===== config.mk =====
export PLATFORM = sky130hd
export DESIGN_NAME = dmi_core_to_jtag_rsp
export DESIGN_NICKNAME = d
export VERILOG_FILES = /design/src/rtl/dmi_pkg.sv /design/src/rtl/dmi_sync_bit.sv /design/src/rtl/dmi_core_to_jtag_rsp.sv
export SDC_FILE = /design/constraint.sdc
export NUM_CORES = 1
export LEC_CHECK = 0
export CAP_MARGIN = 30
export CELL_PAD_IN_SITES_DETAIL_PLACEMENT = 1
export CELL_PAD_IN_SITES_GLOBAL_PLACEMENT = 2
export CORE_AREA = 2 2 108 79
export CTS_CLUSTER_DIAMETER = 150
export DETAILED_ROUTE_END_ITERATION = 12
export DIE_AREA = 0 0 110 81
export GPL_ROUTABILITY_DRIVEN = 0
export HOLD_SLACK_MARGIN = 0.05
export PLACE_DENSITY = 0.8
export SYNTH_ARGS = -nofsm -noshare
export SYNTH_HDL_FRONTEND = slang
export SYNTH_SLANG_ARGS = --single-unit

===== constraint.sdc =====
create_clock -name clk_i -period 2.05 [get_ports clk_i]
set_clock_uncertainty 0.1 [all_clocks]
set_input_delay 0.205 -clock clk_i [delete_from_list [all_inputs] [get_ports clk_i]]
set_output_delay 0.205 -clock clk_i [all_outputs]
set_load 0.05 [all_outputs]

===== src/rtl/dmi_pkg.sv =====
// Shared definitions for the DMI bridge: op-status codes, FSM states, default widths.
package dmi_pkg;

  localparam int unsigned DMI_DATA_W = 32;

  localparam logic [1:0] DMI_OK   = 2'b00;
  localparam logic [1:0] DMI_FAIL = 2'b10;
  localparam logic [1:0] DMI_BUSY = 2'b11;

  typedef enum logic [1:0] {
    StIdle = 2'b00,
    StWait = 2'b01,
    StHold = 2'b10
  } dmi_state_e;

endpackage


===== src/rtl/dmi_sync_bit.sv =====
// Single-bit multi-flop synchronizer with synchronous active-low reset.
module dmi_sync_bit #(
  parameter int unsigned SYNC_STAGES = 2
) (
  input  logic clk_i,
  input  logic rst_ni,
  input  logic d_i,
  output logic q_o
);

  logic [SYNC_STAGES-1:0] sync_q;

  always_ff @(posedge clk_i) begin
    if (!rst_ni) begin
      sync_q <= '0;
    end else begin
      sync_q <= {sync_q[SYNC_STAGES-2:0], d_i};
    end
  end

  assign q_o = sync_q[SYNC_STAGES-1];

endmodule


===== src/rtl/dmi_core_to_jtag_rsp.sv =====
// Core-domain DMI response path: tracks one outstanding request, captures the response and
// hands it to the TCK side as a toggle with data/status held until the ack toggle returns.
module dmi_core_to_jtag_rsp
  import dmi_pkg::*;
#(
  parameter int unsigned DATA_W      = DMI_DATA_W,
  parameter int unsigned TIMEOUT_CYC = 1023,
  parameter int unsigned SYNC_STAGES = 2
) (
  input  logic              clk_i,
  input  logic              rst_ni,
  input  logic              reg_en_i,
  input  logic              reg_wr_en_i,
  input  logic              core_rsp_valid_i,
  input  logic [DATA_W-1:0] core_rsp_rdata_i,
  input  logic              core_rsp_err_i,
  input  logic              dmireset_i,
  input  logic              jtag_ack_tgl_i,
  output logic              rsp_tgl_o,
  output logic [DATA_W-1:0] rsp_rdata_o,
  output logic [1:0]        rsp_status_o,
  output logic              busy_o
);

  localparam int unsigned     CntW    = $clog2(TIMEOUT_CYC + 1);
  localparam logic [CntW-1:0] CntLast = CntW'(TIMEOUT_CYC - 1);
  localparam logic [CntW-1:0] CntMax  = CntW'(TIMEOUT_CYC);

  dmi_state_e        state_q, state_d;
  logic [CntW-1:0]   cnt_q, cnt_d;
  logic              is_wr_q, is_wr_d;
  logic              tgl_q, tgl_d;
  logic [DATA_W-1:0] rdata_q, rdata_d;
  logic [1:0]        status_q, status_d;
  logic              sticky_q, sticky_d;
  logic              ack_sync;

  dmi_sync_bit #(
    .SYNC_STAGES(SYNC_STAGES)
  ) u_ack_sync (
    .clk_i (clk_i),
    .rst_ni(rst_ni),
    .d_i   (jtag_ack_tgl_i),
    .q_o   (ack_sync)
  );

  always_comb begin
    state_d  = state_q;
    cnt_d    = cnt_q;
    is_wr_d  = is_wr_q;
    tgl_d    = tgl_q;
    rdata_d  = rdata_q;
    status_d = status_q;
    sticky_d = sticky_q;

    unique case (state_q)
      StIdle: begin
        if (reg_en_i) begin
          state_d = StWait;
          is_wr_d = reg_wr_en_i;
          cnt_d   = '0;
        end
      end
      StWait: begin
        // A strobe on the timeout cycle takes priority over the forced failure.
        if (core_rsp_valid_i) begin
          rdata_d  = is_wr_q ? '0 : core_rsp_rdata_i;
          status_d = core_rsp_err_i ? DMI_FAIL : DMI_OK;
          tgl_d    = ~tgl_q;
          state_d  = StHold;
        end else if (cnt_q == CntLast) begin
          rdata_d  = '0;
          status_d = DMI_FAIL;
          tgl_d    = ~tgl_q;
          state_d  = StHold;
        end else if (cnt_q != CntMax) begin
          cnt_d = cnt_q + 1'b1;
        end
      end
      StHold: begin
        if (ack_sync == tgl_q) begin
          state_d = StIdle;
        end
      end
      default: state_d = StIdle;
    endcase

    if (dmireset_i) begin
      sticky_d = 1'b0;
    end else if (reg_en_i && (state_q != StIdle)) begin
      sticky_d = 1'b1;
    end
  end

  always_ff @(posedge clk_i) begin
    if (!rst_ni) begin
      state_q  <= StIdle;
      cnt_q    <= '0;
      is_wr_q  <= 1'b0;
      tgl_q    <= 1'b0;
      rdata_q  <= '0;
      status_q <= DMI_OK;
      sticky_q <= 1'b0;
    end else begin
      state_q  <= state_d;
      cnt_q    <= cnt_d;
      is_wr_q  <= is_wr_d;
      tgl_q    <= tgl_d;
      rdata_q  <= rdata_d;
      status_q <= status_d;
      sticky_q <= sticky_d;
    end
  end

  assign rsp_tgl_o    = tgl_q;
  assign rsp_rdata_o  = rdata_q;
  assign rsp_status_o = sticky_q ? DMI_BUSY : status_q;
  assign busy_o       = (state_q != StIdle);

endmodule


## Yosys cells after proc, flatten, opt, wreduce, memory -nomap -nowiden

Index checks and enable logic that the tools add are counted.

- Flip-flop bits (word level): 51
- Bits of input ports: 40

- Add/sub/neg operators: 1
- Equality and inequality tests: 11
- Mux-type cells: 18
- Bitwise gates (word level): 2
- Reductions and logical operators: 10

Operator list:

| operator | count |
|---|---|
| 2-to-1 mux 32 bit | 3 |
| 2-to-1 mux 10 bit | 4 |
| case mux 10 bit (2 select lines) | 1 |
| 2-to-1 mux 2 bit | 7 |
| adder 10 x 1 -> 10 bit, second input constant | 1 |
| == test 10 bit, second input constant | 1 |
| != test 10 bit, second input constant | 1 |
| != test 2 bit, second input constant | 5 |
| case mux 2 bit (3 select lines) | 1 |
| nonzero test 2 bit | 3 |
| AND reduction 5 bit | 1 |
| AND reduction 2 bit | 2 |
| != test 3 bit, second input constant | 1 |
| AND reduction 3 bit | 1 |
| == test 2 x 1 -> 1 bit, second input constant | 1 |
| == test 2 bit, second input constant | 1 |
| zero test 2 bit | 1 |
| 2-to-1 mux 1 bit | 2 |
| NOT 1 bit | 2 |
| OR reduction 2 bit | 1 |
| == test 1 bit | 1 |
| logical AND 1 bit | 1 |

## Logic depth before layout (Yosys ltp)

Gate-level depths: netlist of the first run.

- Depth after elaboration: 5
- Gate-level depth with buffers: 7

## Cells and area by module

From an unflattened synthesis of the first run, not the netlist that was laid out.

- Cell total of the unflattened synthesis: 253
- Area total of the unflattened synthesis: 2137.0 sq um

Modules (own cells, without submodules):

| module | times used | cells an instance | area each (sq um) |
|---|---|---|---|
| dmi_core_to_jtag_rsp | 1 | 249 | 2084.5 |
| dmi_sync_bit | 1 | 4 | 52.6 |

## Worst setup path after synthesis of the first run

Ideal clock, no wire load.

- Path type: register to register
- Start: reg cnt_q[0]
- End: reg rdata_q[0] (netlist: rsp_rdata_o[0])
- Data arrival time: 1482 ps
- Data required time: 1833 ps
- Setup slack: 351 ps
- Cell stages (with the launch flop): 8
- Path buffers: 1
- Period minus slack after synthesis: 1699 ps
- Cells stage by stage: dfxtp_1 -> inv_1 -> ha_1 -> inv_1 -> o41ai_2 -> a21oi_1 -> buf_2 -> a22o_1

- Longest elaborated chain between the ends: 3

RTL lines:

| element | line | RTL |
|---|---|---|
| start: declaration | dmi_core_to_jtag_rsp.sv:30 | `logic [CntW-1:0] cnt_q, cnt_d;` |
| start signal: assignment | dmi_core_to_jtag_rsp.sv:106 | `cnt_q <= cnt_d;` |
| == test 10 bit | dmi_core_to_jtag_rsp.sv:71 | `end else if (cnt_q == CntLast) begin` |
| nonzero test 2 bit (no source line) | - |  |
| AND reduction 2 bit (no source line) | - |  |
| end signal: assignment | dmi_core_to_jtag_rsp.sv:109 | `rdata_q <= rdata_d;` |
| end: declaration | dmi_core_to_jtag_rsp.sv:33 | `logic [DATA_W-1:0] rdata_q, rdata_d;` |

No other way between the ends.
A chain may end at the register's enable or synchronous reset.

## Worst setup path after layout of the first run

- Start: reg sticky_q
- End: out rsp_status_o[1]

- Longest elaborated chain between the ends: 1

RTL lines:

| element | line | RTL |
|---|---|---|
| start: declaration | dmi_core_to_jtag_rsp.sv:35 | `logic sticky_q, sticky_d;` |
| start signal: assignment | dmi_core_to_jtag_rsp.sv:111 | `sticky_q <= sticky_d;` |
| 2-to-1 mux 2 bit | dmi_core_to_jtag_rsp.sv:117 | `assign rsp_status_o = sticky_q ? DMI_BUSY : status_q;` |
| end: declaration | dmi_core_to_jtag_rsp.sv:21 | `output logic [1:0] rsp_status_o,` |

No other way between the ends.

==> results.cfg, run 1 <==
[pwr]
power_density_nw_per_um2 = 704.4
power_frac_seq = 0.490
cell_internal_power_w = 0.001537
swShare = 0.2659
netSwitchingPower_w = 0.0005569
p_clk_frac = 0.335
power.share.combinational = 0.174
p_leak_nw = 1.080
ir_worst_vdd_uv = 374.8

[placed_design]
port_buffers = 75
place.detailed.hpwl_um = 4194
instance_area_at_placement_um2 = 2860
dp_worst_setup_slack_ns = 0.06917

[timing]
setup_total_negative_slack_ns = 0
max_freq_mhz = 523.6
worst_slew_pin_slew_ns = 0.5247
rsz_0062_raised_after_global_routing = no
finalSetupViolations = 0
final.period_utilization = 0.9316
post_layout_min_period_ns = 1.910
hold_violations = 0
pins_over_slew_limit = 0
layout_setup_ws_ns = 0.1403
holdWs_ns = 0.3385
slew_headroom = 0.6491

[cts]
postCtsSetupBuffers = 0
cts_max_path_buffers = 2
clock-root-buffer = sky130_fd_sc_hd__clkbuf_8
cts_hold_buffers = 0
cts.sink_count = 50
postCtsResizedCells = 0
clk-insertion-delay-late_ns = 0.29
cts_tree = yes
h-tree-depth = 2
clock_slew_at_the_register_clock_pins_of_the_worst_setup_and_hold_paths_ns = 0.09
cts_made_buffers = 5

[yosys]
netlist_instances = 189
yosys.area.top_type_share = 0.5188
yosys.area.top_type = sky130_fd_sc_hd__dfxtp_1
netlist-cell-type-count = 42
ys.warnings.count = 0
mean_syn_cell_area_um2 = 10.21
ys_seq_elements = 50
synth.net_count = 231
ys_seq_area_frac = 0.5188
mappedNetlistArea_um2 = 1929
synth.area.top_cells = sky130_fd_sc_hd__dfxtp_1, sky130_fd_sc_hd__a22o_1, sky130_fd_sc_hd__nand2_1, sky130_fd_sc_hd__buf_2, sky130_fd_sc_hd__mux2i_1

[layout]
final_common_cell = sky130_fd_sc_hd__clkdlybuf4s50_1
multi_input_comb_area_um2 = 853.3
layout-drive-gt1-share = 0.1000
top_library_cells_by_usage_in_the_layout_fill_and_taps_aside = sky130_fd_sc_hd__clkdlybuf4s50_1, sky130_fd_sc_hd__dfxtp_1, sky130_fd_sc_hd__a22o_1, sky130_fd_sc_hd__nand2_1, sky130_fd_sc_hd__buf_4
fin_area_um2 = 2973
antenna_cells = 0
finish.utilization = 0.3706
nFillCells = 911
regArea_um2 = 1001
area_growth_syn_to_layout_pct = 54.09
layout.nets = 311

[setup_path]
path_max_fanout = 3
r2r_slack_ns = 0.18
critPathKind = flop to primary output
critical_path_capture_point_type = primary output
cp-start-kind = flop
cells_on_worst_reg2reg_path = 8
critPathRequiredTime_ns = 1.75
worst-endpoint-arrival_ns = 1.60

[detailed_routing]
drc_errors = 0
wire_length_per_cell_after_detailed_routing_um = 15.15
vias = 1761
count_of_antenna_violating_nets_left_after_detailed_routing = 0
routed_wl_um = 5683
drt-pass1-iter-count = 4
first_iter_violations = 94
post_detailed_route_via_to_cell_ratio = 4.696

[die]
start_util = 0.2405
fp.dieArea_um2 = 8910
floorplan.core_area_um2 = 8023
row_count = 28
top_level_ports = 76
die_h_um = 81
die_w_um = 110

[global_route]
grt_pass1_vias = 1755
grt_usage = 0.1320
grt_pass1_wl_um = 9114
grt_max_degree = 33
grt_antenna_before_repair = 0
gr-total-overflow = 0

[run_status]
status = complete, no violations

[worst_hold_path]
hold_crit_path_type = flop to flop
worstHoldPathCells = 1

[job]
drv.max_cap_violation_count = 0
[flip-flops by register name, indices dropped and copies added, names as in the netlist]
signal             count
cnt_q                 10
is_wr_q                1
rsp_rdata_o           32
rsp_tgl_o              1
state_q                2
status_q               1
sticky_q               1
u_ack_sync.sync_q      2
[power by group through the flow]
stage / Sequential, W / Clock (W) / Combinational, W
2_1_floorplan: 0.00113 / 0 / 0.000105
3_3_place_gp: 0.00105 / 0 / 0.000365
3_5_place_dp: 0.00105 / 0 / 0.000368
4_1_cts: 0.00103 / 0.000732 / 0.000369
5_1_grt: 0.00103 / 0.000773 / 0.000390
6_report: 0.00103 / 0.000702 / 0.000365
[cells by family after synthesis]
family                   after synthesis  synth area share
flip-flops                            50            0.5188
AND/OR/NAND/NOR                       56            0.1621
XOR/XNOR                               1          0.004540
buffers and inverters                 19           0.04410
multiplexers                           5           0.02659
adder cells (fa/ha/maj)                2           0.01297
AO/OA/AOI/OAI                         56            0.2309
[area by class of cell]
type / instances / share of cell area
Inverter: 7 / 0.008838
Sequential cell: 50 / 0.3367
Timing Repair Buffer: 85 / 0.2854
Clock buffer: 5 / 0.02315
Clock inverter: 3 / 0.01473
Tap cell: 105 / 0.04419
Multi-Input combinational cell: 120 / 0.2870
[Yosys cell counts, drive strengths merged]
library cell and n:
clkbuf 3, nor3b 1, nand4b 1, nor2 5, nand4 1, o22ai 1, nand2 14, o21a 1
o21ai 8, o2111ai 1, nand3 7, or3 2, nor2b 1, and3 2, o211ai 2, mux2i 4
nand2b 2, or2 1, nor4 2, buf 9, or3b 1, or4 3, nor3 8, o41ai 2
o32a 1, xnor2 1, o31ai 2, inv 7, dfxtp 50, mux2 1, a22o 32, nor4bb 1
ha 2, a21oi 4, a31oi 1, o221a 1, and2 4
[per-layer routing]
metal	global-route usage	part of all wire	vias up
met3	0.03531	0.062	2
met4	0.03418	0.0070	0
met5	0	0	-
li1	-	-	858
met2	0.1902	0.43	47
met1	0.1928	0.50	854
[path summary, 6_finish.rpt]
kind	start	to
setup / recovery	sticky_q	rsp_status_o[1]
hold / removal	u_ack_sync.sync_q[0]	u_ack_sync.sync_q[1]
setup reg to reg	cnt_q[0]	rsp_rdata_o[5]
hold reg to reg	u_ack_sync.sync_q[0]	u_ack_sync.sync_q[1]
[metrics by stage]
stage	total power (W)	std cells
2_1_floorplan	0.001232	189
3_3_place_gp	0.001413	367
3_5_place_dp	0.001417	367
4_1_cts	0.002128	375
5_1_grt	0.002195	375
6_report	0.002094	375
[worst max-delay path, stage by stage (launching register included)]
cell and delay [ns]:
sky130_fd_sc_hd__dfxtp_1 0.33, sky130_fd_sc_hd__or2_2 0.29, sky130_fd_sc_hd__clkdlybuf4s50_1 0.70
Note: power is estimated with default switching activity, not from simulation.
==> run 2, diff against run 1 <==
- SLEW_MARGIN: default -> 0
==> results of run 2 <==
No change in the layout: final DEF, timing and power equal those of run 1.
